## src/rtl/tt_scan_reader.sv

```systemverilog
// Sweeps x over 0..15 into a tri-state-driven function and captures f into a truth table.
// Latency: SETTLE cycles per vector, 16*SETTLE cycles from accepted start to done.
// No backpressure: start is ignored while a scan or its done cycle is in progress.
module tt_scan_reader #(
    parameter int unsigned SETTLE = 4,
    parameter logic [15:0] EXPECT = 16'h55F2
) (
    input  logic        clk,
    input  logic        rst,
    input  logic        start,
    input  logic        f,
    output logic [3:0]  x,
    output logic        en,
    output logic        busy,
    output logic        done,
    output logic [15:0] table_q,
    output logic        pass,
    output logic [4:0]  err_cnt
);

    typedef enum logic [1:0] {IDLE, SCAN, FINISH} state_t;

    localparam logic [3:0] RELOAD = 4'(SETTLE - 1);

    state_t     state;
    state_t     state_nxt;
    logic [3:0] cnt;
    logic       sample;
    logic       last;
    logic       miss;
    logic [4:0] err_nxt;

    // f is only looked at on a sampling edge, so X/Z on the bus elsewhere is harmless
    assign sample  = (state == SCAN) && (cnt == 4'd0);
    assign last    = sample && (x == 4'd15);
    assign miss    = sample && (f != EXPECT[x]);
    assign err_nxt = err_cnt + {4'd0, miss};

    // State register; reset aborts any scan without producing done
    always_ff @(posedge clk or posedge rst) begin
        if (rst) begin
            state <= IDLE;
        end else begin
            state <= state_nxt;
        end
    end

    // Next state and state-decoded outputs; the buffer is enabled only while scanning
    always_comb begin
        state_nxt = state;
        en        = 1'b0;
        busy      = 1'b0;
        done      = 1'b0;
        case (state)
            IDLE: begin
                if (start) begin
                    state_nxt = SCAN;
                end
            end
            SCAN: begin
                en   = 1'b1;
                busy = 1'b1;
                if (last) begin
                    state_nxt = FINISH;
                end
            end
            FINISH: begin
                done      = 1'b1;
                state_nxt = IDLE;
            end
            default: begin
                state_nxt = IDLE;
            end
        endcase
    end

    // Vector stepping, settle countdown and result capture
    always_ff @(posedge clk or posedge rst) begin
        if (rst) begin
            x       <= 4'd0;
            cnt     <= 4'd0;
            table_q <= 16'd0;
            pass    <= 1'b0;
            err_cnt <= 5'd0;
        end else if (state == IDLE) begin
            if (start) begin
                x       <= 4'd0;
                cnt     <= RELOAD;
                table_q <= 16'd0;
                pass    <= 1'b0;
                err_cnt <= 5'd0;
            end
        end else if (state == SCAN) begin
            if (sample) begin
                table_q[x] <= f;
                err_cnt    <= err_nxt;
                cnt        <= RELOAD;
                if (last) begin
                    x    <= 4'd0;
                    pass <= (err_nxt == 5'd0);
                end else begin
                    x <= x + 4'd1;
                end
            end else begin
                cnt <= cnt - 4'd1;
            end
        end
    end

endmodule

```

## config.mk

```make
export PLATFORM = sky130hd
export DESIGN_NAME = tt_scan_reader
export DESIGN_NICKNAME = d
export VERILOG_FILES = /design/src/rtl/tt_scan_reader.sv
export SDC_FILE = /design/constraint.sdc
export NUM_CORES = 1
export LEC_CHECK = 0
export CORE_ASPECT_RATIO = 0.7
export CORE_UTILIZATION = 35
export CTS_BUF_LIST = sky130_fd_sc_hd__clkbuf_8
export CTS_CLUSTER_SIZE = 28
export DETAILED_ROUTE_END_ITERATION = 10
export PLACE_DENSITY = 0.61
export SYNTH_ARGS = -nofsm -noshare
export SYNTH_HDL_FRONTEND = slang
export SYNTH_SLANG_ARGS = --single-unit
```

## constraint.sdc

```tcl
create_clock -name clk -period 2.6 [get_ports clk]
set_input_delay 0.52 -clock clk [delete_from_list [all_inputs] [get_ports clk]]
set_output_delay 0.52 -clock clk [all_outputs]
set_load 0.05 [all_outputs]
```

# Word level (Yosys, flattened, before mapping)
# Memories as Yosys holds them, arrays and structs flattened.
# Cells that the tools add are included.
[word_totals]
register_bits = 32
mem_bits_ro = 16
inputBits = 4
mem_count = 1
[mem_list]
columns = ["name", "words", "word_bits", "read_ports", "rd_clocked_by_memory_dff", "wr", "line_no", "source"]
rows = [
  ["(name not given)", 16, 1, 1, 0, 0, "36", "assign miss = sample && (f != EXPECT[x]);"],
]
[classes]
add_sub_neg = 3
order_cmp = 2
n_eq_ne = 6
mux = 31
n_reduce_logical = 14
[op_table]
columns = ["op", "n"]
rows = [
  ["$mux W16", 4],
  ["$mux W4", 9],
  ["$mux W5", 4],
  ["$bwmux W16", 1],
  ["$mux W1", 9],
  ["$reduce_bool A2 Y1", 3],
  ["$add A5 B1 Y5", 1],
  ["$logic_not A5 Y1", 1],
  ["$lt A4 B5 Y1 const B", 1],
  ["$add A4 B1 Y4 const B", 1],
  ["$demux W1 S4", 1],
  ["$eq A4 B4 Y1 const B", 1],
  ["$ge A4 B1 Y1 const B", 1],
  ["$logic_and A1 B1 Y1", 4],
  ["$logic_not A4 Y1", 1],
  ["$mux W2", 2],
  ["$ne A2 B2 Y1 const B", 2],
  ["$pmux W2 S2", 1],
  ["$reduce_and A2 Y1", 2],
  ["$reduce_and A4 Y1", 1],
  ["$sub A4 B1 Y4 const B", 1],
  ["$reduce_and A3 Y1", 1],
  ["$eq A2 B1 Y1 const B", 1],
  ["$eq A2 B2 Y1 const B", 1],
  ["2 further kinds", 2],
]

# Depth between registers and ports, before layout
# Gate-level depths: netlist of the first run.
[depth]
depth_word = 10
mapped_depth = 11
ltp_nobuf = 11

# Worst setup path before layout of the first run
# Ideal clock, no wire load.
[synth_timing]
kind = "register -> register"
from = "register x[2]"
to = "register pass"
setup_time_ns = 0.067
arrival_time_ns = 2.527
setup_slack_ns = 0.006
path_stages_with_launch = 11
period_less_slack_ns = 2.594
path_cell_list = "dfrtp_1 > buf_2 > or2_2 > o21ai_0 > xor2_1 > nor2_1 > ha_1 > ha_1 > nor3_1 > nor4bb_1 > mux2_2"
[synth_between]
elab_chain_cells = 10
[synth_rtl]
columns = ["item", "line_no", "source"]
rows = [
  ["from (decl)", "12", "output logic [3:0] x,"],
  ["from (signal assigned)", "102", "x <= x + 4'd1;"],
  ["$mem_v2 Z16 W1", "-", ""],
  ["$mux W1 (implied by the code)", "36", ""],
  ["$ne A1 B1 Y1", "36", ""],
  ["$logic_and A1 B1 Y1", "36", ""],
  ["$add A5 B1 Y5", "37", "assign err_nxt = err_cnt + {4'd0, miss};"],
  ["$logic_not A5 Y1", "100", "pass <= (err_nxt == 5'd0);"],
  ["$mux W1", "98", "if (last) begin"],
  ["$mux W1", "94", "if (sample) begin"],
  ["$mux W1", "93", "end else if (state == SCAN) begin"],
  ["$mux W1", "85", "end else if (state == IDLE) begin"],
  ["to (signal assigned)", "100", ""],
  ["to (decl)", "17", "output logic pass,"],
]
# Several ways; a longest one is shown, not always the timed one. The select of a mux whose other input is x is not followed.
# A chain may end at the register's enable or synchronous reset.

# Worst setup path in the final report of the first run
[layout_timing]
from = "register state[1]"
to = "output busy"
[layout_between]
elab_chain_cells = 2
[layout_rtl]
columns = ["item", "line_no", "source"]
rows = [
  ["from (decl)", "25", "state_t state;"],
  ["from (signal assigned)", "44", "state <= state_nxt;"],
  ["$eq A2 B1 Y1", "54", "case (state)"],
  ["$mux W1", "54", ""],
  ["to (decl)", "14", "output logic busy,"],
]
# No other way between the ends.

==> metrics, run 1 <==
Area contributors post-synth dfrtp_1 49%, o21ai_0 10%, a21oi_1 5.8%, ha_1 5.4%, nand3_1 2.5%; initial antenna violation count 0; CTS Buffer Depth 2; CP Buf/Inv Count 1; EDFF count, synth 0; number of buffers created by CTS 5; fin crit share 0.9124; Final ANT Viol Nets 0; Worst VDD drop between 0.6 and 0.7 mV; vias per cell approximately 5.3; post-synth cell types 33; Detailed Route Iter0 Violations 76; CP max-delay cell clkdlybuf4s50_1; post-DP HPWL 2.911 mm; largest net degree at the start of global routing 33; Synth area leader dfrtp_1; Max Cap Viol 0; Clock Skew approximately 7.3 ps; vias in the first global route approximately 1400; Post-CTS Hold Buffers 0; Cell Area, Synth ~0.0016 mm2; Area after DPL ~0.0020 mm2; Syn. warnings 0; clock latency on the worst-skew pair around 280 ps; placed instance count 257; switching power share of the total 0.4654; f_max approximately 420 MHz; Root Driver clkbuf_8; status completed; n_diodes 0; Final Net Count 220; most common cell in the netlist o21ai_0; flops & latches, synth 32; gr usage total 0.1780; CTS Sinks 32; final setup violation count 0; fin cells around 260; Port Buf Inserts 32; Worst Path Max Fanout 5; critical path endpoint category output port; Core Rows 20; Slew Viols, Final 0; top-area cell type share of the netlist area 0.4900; Clock power frac 0.154; Clock Pin Slew Worst Setup and Hold Paths approximately 70 ps; die area between 0.004 and 0.005 mm2; synth cell count leaders 33 x o21ai_0, 32 x dfrtp_1, 19 x a21oi_1; CTS tree done; DIE HEIGHT between 50 and 60 um; Final TNS setup 0 ps; Tmin final around 2400 ps; worst slew pin tran ~730 ps; detailed-route via count approximately 1400; WS Path Type register to output port; sw power 1.235 mW; Die Width around 84 um; CP Cell Sequence nor2b_1 > clkdlybuf4s50_1; Lkg Pwr between 0.9 and 1 nW; critical path arrival 1850 ps; CP startpoint kind register; power per cell area between 1000 and 1500 mW/mm2; Data required, critical path around 2100 ps; flop-to-flop setup slack about 260 ps; Cells after Synth 170; DR DRC count 0; Synth Flop Type dfrtp_1; I/O Pins 33; wire per inst 15.16 um; internal power approximately 1.4 mW; Initial Util 0.3710; Synth Area per Inst between 9 and 10 um2; worst hold-check path type register to register; synth-to-layout area growth 31.70%; global route total overflow 0; drt first pass iters 4; sequential power share 0.290; Comb pwr share 0.556; Post-Syn Nets between 150 and 200; DRT Wirelength approximately 4 mm; routability cong. slightly above 0.8; register area share after synthesis 0.4900; Hold Vio Cnt, Final 0; H-tree lvl count 2; # fillers 419; Largest stage delay, worst path between 800 and 900 ps; Core Region ~0.0044 mm2; RSZ-0062 raised after global routing no; delay-heaviest family, CP buffers and inverters; post-route cell area between 0.002 and 0.0025 mm2; Async S/R FF share, synth 1.000; share of cells above drive strength 1 0.1100; Slew HR 0.5115; first-pass GRT wire length roughly 6.7 mm
state kept, by name, summed over array words and instances (netlist names):
name	count
x	4
state	2
cnt	4
err_cnt	5
table_q	16
pass	1
cell families after synthesis:
logic type,synth area share
and+or+nand+nor,0.1424
buffers and inverters,0.04517
DFF,0.4900
adders and majority gates,0.05360
AOI/OAI and AO/OA,0.2113
muxes,0.01991
xor gates and xnor gates,0.03752
worst min-delay path: stages (launching register included):
cell     delay [ps]
dfrtp_1         340
o21ai_0          70
o21ai_0          60
area by class of cell:
cell class,count,area [um2],area share
Clock buffer,7,96.34,0.04477
Inverter,9,33.78,0.01570
Multi-Input combinational cell,121,770.7,0.3581
Sequential cell,32,802.0,0.3727
Tap cell,55,68.82,0.03198
Timing Repair Buffer,40,380.4,0.1767
final timing paths:
path                       cells past startpoint          end        start
setup / recovery                               2         busy     state[1]
hold / removal                                 2  table_q[11]  table_q[11]
setup reg to reg                              10         pass         x[1]
hold reg to reg                                2  table_q[11]  table_q[11]
max in group asynchronous                      3         x[1]          rst
min in group asynchronous                      3     state[0]          rst
stage by stage:
stage | setup slack [ps] | power (mW) | hold WS [ps] | util
after floorplan | 6.364 | 1.768 | 523.6 | -
after global placement | 194.4 | 2.217 | 493.7 | 0.4639
after detailed placement | 162.9 | 2.238 | 499.2 | 0.4639
after CTS | 48.34 | 2.658 | 511.9 | 0.4858
after global routing | 68.22 | 2.836 | 540.8 | 0.4886
final | 227.9 | 2.653 | 504.9 | 0.4886
power by group through the flow:
stage	sequential, mW	clock [mW]	combinational (mW)
finish	0.768	0.409	1.48
global route	0.790	0.443	1.60
CTS	0.767	0.415	1.48
detailed placement	0.776	0	1.46
global placement	0.767	0	1.45
floorplan	1.21	0	0.553
cells in the final DEF, fill, tap and decap left out, types with 3 or more instances in the layout:
cell type / netlist / final
dfrtp_1: 32 / 31
nor2_1: 6 / 6
buf_4: 2 / 8
o21ai_0: 33 / 32
clkdlybuf4s50_1: 0 / 32
inv_1: 9 / 9
ha_1: 7 / 7
a21oi_1: 19 / 19
nand3_1: 8 / 8
nor2b_1: 5 / 5
clkbuf_8: 0 / 7
xnor2_1: 3 / 3
nand2_1: 9 / 9
and2_1: 3 / 3
a22o_1: 4 / 4
xor2_1: 4 / 4
routing by layer:
layer / track usage / vias up / wire length [um]
li1: - / 680 / -
met3: 0.04318 / 5 / 253
met1: 0.2474 / 669 / 1974
met2: 0.2729 / 48 / 1722
met5: 0 / - / 0
met4: 0.06538 / 0 / 51
repair_timing:
action / 4_1_cts / 5_1_grt
resized for setup: 0 / 4
buffers inserted: 0 / 0
setup endpoints to repair: 0 / 1
(Power assumes the default switching activity.)
==> inputs of run 2 (changes only) <==
--- a/config.mk
+++ b/config.mk
@@ -6,11 +6,12 @@
 export NUM_CORES = 1
 export LEC_CHECK = 0
 export CORE_ASPECT_RATIO = 0.7
-export CORE_UTILIZATION = 35
+export CORE_UTILIZATION = 53
 export CTS_BUF_LIST = sky130_fd_sc_hd__clkbuf_8
 export CTS_CLUSTER_SIZE = 28
 export DETAILED_ROUTE_END_ITERATION = 10
-export PLACE_DENSITY = 0.61
+export PLACE_DENSITY = 0.85
+export SKIP_CTS_REPAIR_TIMING = 1
 export SYNTH_ARGS = -nofsm -noshare
 export SYNTH_HDL_FRONTEND = slang
 export SYNTH_SLANG_ARGS = --single-unit
==> run 2 against run 1 <==
Against the previous run:
- die area fell by 33%
- core utilization is 25 points higher
- clock power fell by 2%
- setup slack lost 13 ps
- critical path type is now register to register
==> metrics, run 2 (synthesis gave the netlist of run 1 again) <==
status completed; initial antenna violation count 0 (unchanged); CTS Sinks 32 (unchanged); total power 2.670 mW (+0.66%); Final ANT Viol Nets 0 (unchanged); Final TNS setup 0 ps (unchanged); vias per cell 5.898 (+11%); max reg flops 16 (unchanged); critical path arrival 2600 ps (+750 ps); Core Region 0.002863 mm2 (-35%); worst hold-check path type register to register; H-tree lvl count 2 (unchanged); CP startpoint kind register; fin crit share 0.9174 (+0.005085); share of cells above drive strength 1 0.1010 (-0.009086); CTS tree done; f_max 419.2 MHz (-0.55%); largest net degree at the start of global routing 33 (unchanged); Worst Path Max Fanout 6 (+1); commonest non-fill, non-tap cell in the layout o21ai_0; Port Buf Inserts 32 (unchanged); RSZ-0062 raised after global routing no; Worst VDD drop 0.8584 mV (+33%); first-pass GRT wire length 6.644 mm (-0.42%); power per cell area 1264 mW/mm2 (+2.6%); post-layout util 0.7378 (+0.2491); Initial Util 0.5708 (+0.1998); Slew HR 0.6504 (+0.1389); worst slew pin tran 522.8 ps (-210.0 ps); number of buffers created by CTS 5 (unchanged); detailed-route via count 1439 (+2.6%); critical path endpoint category register; DIE HEIGHT 48.46 um (-18%); post-DP HPWL 2.788 mm (-4.2%); Max Cap Viol 0 (unchanged); worst hold path startpoint pass; Area after DPL 0.002012 mm2 (-1.5%); routability cong. 0.8537 (+4.1%); final setup violation count 0 (unchanged); die area 0.003313 mm2 (-33%); vias in the first global route 1391 (+0.94%); gr usage total 0.2731 (+0.09517); Critical Path Start x[1]; Tmin final 2385 ps (+13.22 ps); Detailed Route Iter0 Violations 154 (+100%); Hold Vio Cnt, Final 0 (unchanged); Die Width 68.37 um (-18%); DR DRC count 0 (unchanged); post-route cell area 0.002112 mm2 (-1.9%); biggest regs table_q (16), err_cnt (5); synth-to-layout area growth 29.25%; Clock Pin Slew Worst Setup and Hold Paths 60 ps (about the same); DRT Wirelength 4.061 mm (+1.5%); CTS Buffer Depth 2 (unchanged); Root Driver clkbuf_8; Slew Viols, Final 0 (unchanged); I/O Pins 33 (unchanged); clock latency on the worst-skew pair 280 ps (about the same); Data required, critical path 2820 ps (+740 ps); Final Net Count 219 (-0.45%); Lkg Pwr 0.9038 nW (-1.0%); wire per inst 16.64 um (+9.8%); WS Path Type register to register; Core Rows 16 (-20%); global route total overflow 0 (unchanged); most frequent cells in the layout 33 x o21ai_0, 32 x clkdlybuf4s50_1, 31 x dfrtp_1, 19 x a21oi_1; Clock Skew 4.708 ps (-2.632 ps); n_diodes 0 (unchanged); Top reg by flops table_q; RR Startpoint x[1]; drt first pass iters 4 (unchanged)
## run 2: cell types whose count changed in the layout (fill, tap and decap cells not counted), sizes merged
cell	previous run	this run
buf	8	7
## run 2: critical path, stage by stage, from the launching register on
cell,delay [ps]
dfrtp_2,430
inv_1,90
ha_2,220
o21ai_0,210
xor2_1,190
nor2_1,70
ha_1,200
ha_1,250
nor3_1,160
a31oi_1,70
nor4bb_1,250
mux2_2,180
## run 2: area by class of cell
cell class,instances,area [um2]
multi-input combinational,121,762.0
clock buffer,7,96.34
fill,202,750.7
sequential,32,802.0
tap,36,45.04
inverter,9,33.78
timing repair buffer,39,372.9
## run 2: report_power, final
part / switching [mW] / total, mW / leakage, nW / internal (mW)
combinational: 0.966 / 1.48 / 0.437 / 0.514
clock: 0.167 / 0.402 / 0.0503 / 0.235
sequential: 0.127 / 0.788 / 0.416 / 0.661
total: 1.26 / 2.67 / 0.904 / 1.41
## run 2: per-layer routing
| metal | GRT usage | share of wire | wire length (um) |
|---|---|---|---|
| met1 | 0.4072 | 0.46 | 1888 |
| met2 | 0.3922 | 0.45 | 1829 |
| met3 | 0.07547 | 0.076 | 308 |
| met4 | 0.06597 | 0.0086 | 35 |
| met5 | 0 | 0 | 0 |
## run 2: path summary, 6_finish.rpt
check / to / slack (ps) / depth (start not counted)
setup / recovery: pass / 210 / 11
hold / removal: pass / 510 / 1
setup reg to reg: pass / 210 / 11
hold reg to reg: pass / 510 / 1
max in group asynchronous: x[1] / 1670 / 3
min in group asynchronous: table_q[8] / 610 / 3
## run 2: through the flow
| step | setup slack, ps | hold WS (ps) | instances |
|---|---|---|---|
| final | 214.6 | 507.4 | 244 |
| after floorplan | 6.364 | 523.6 | 170 |
| after detailed placement | 113.5 | 497.3 | 237 |
| after CTS | 97.99 | 512.5 | 244 |
| after global routing | 19.55 | 537.2 | 244 |
| after global placement | 190.6 | 492.1 | 237 |
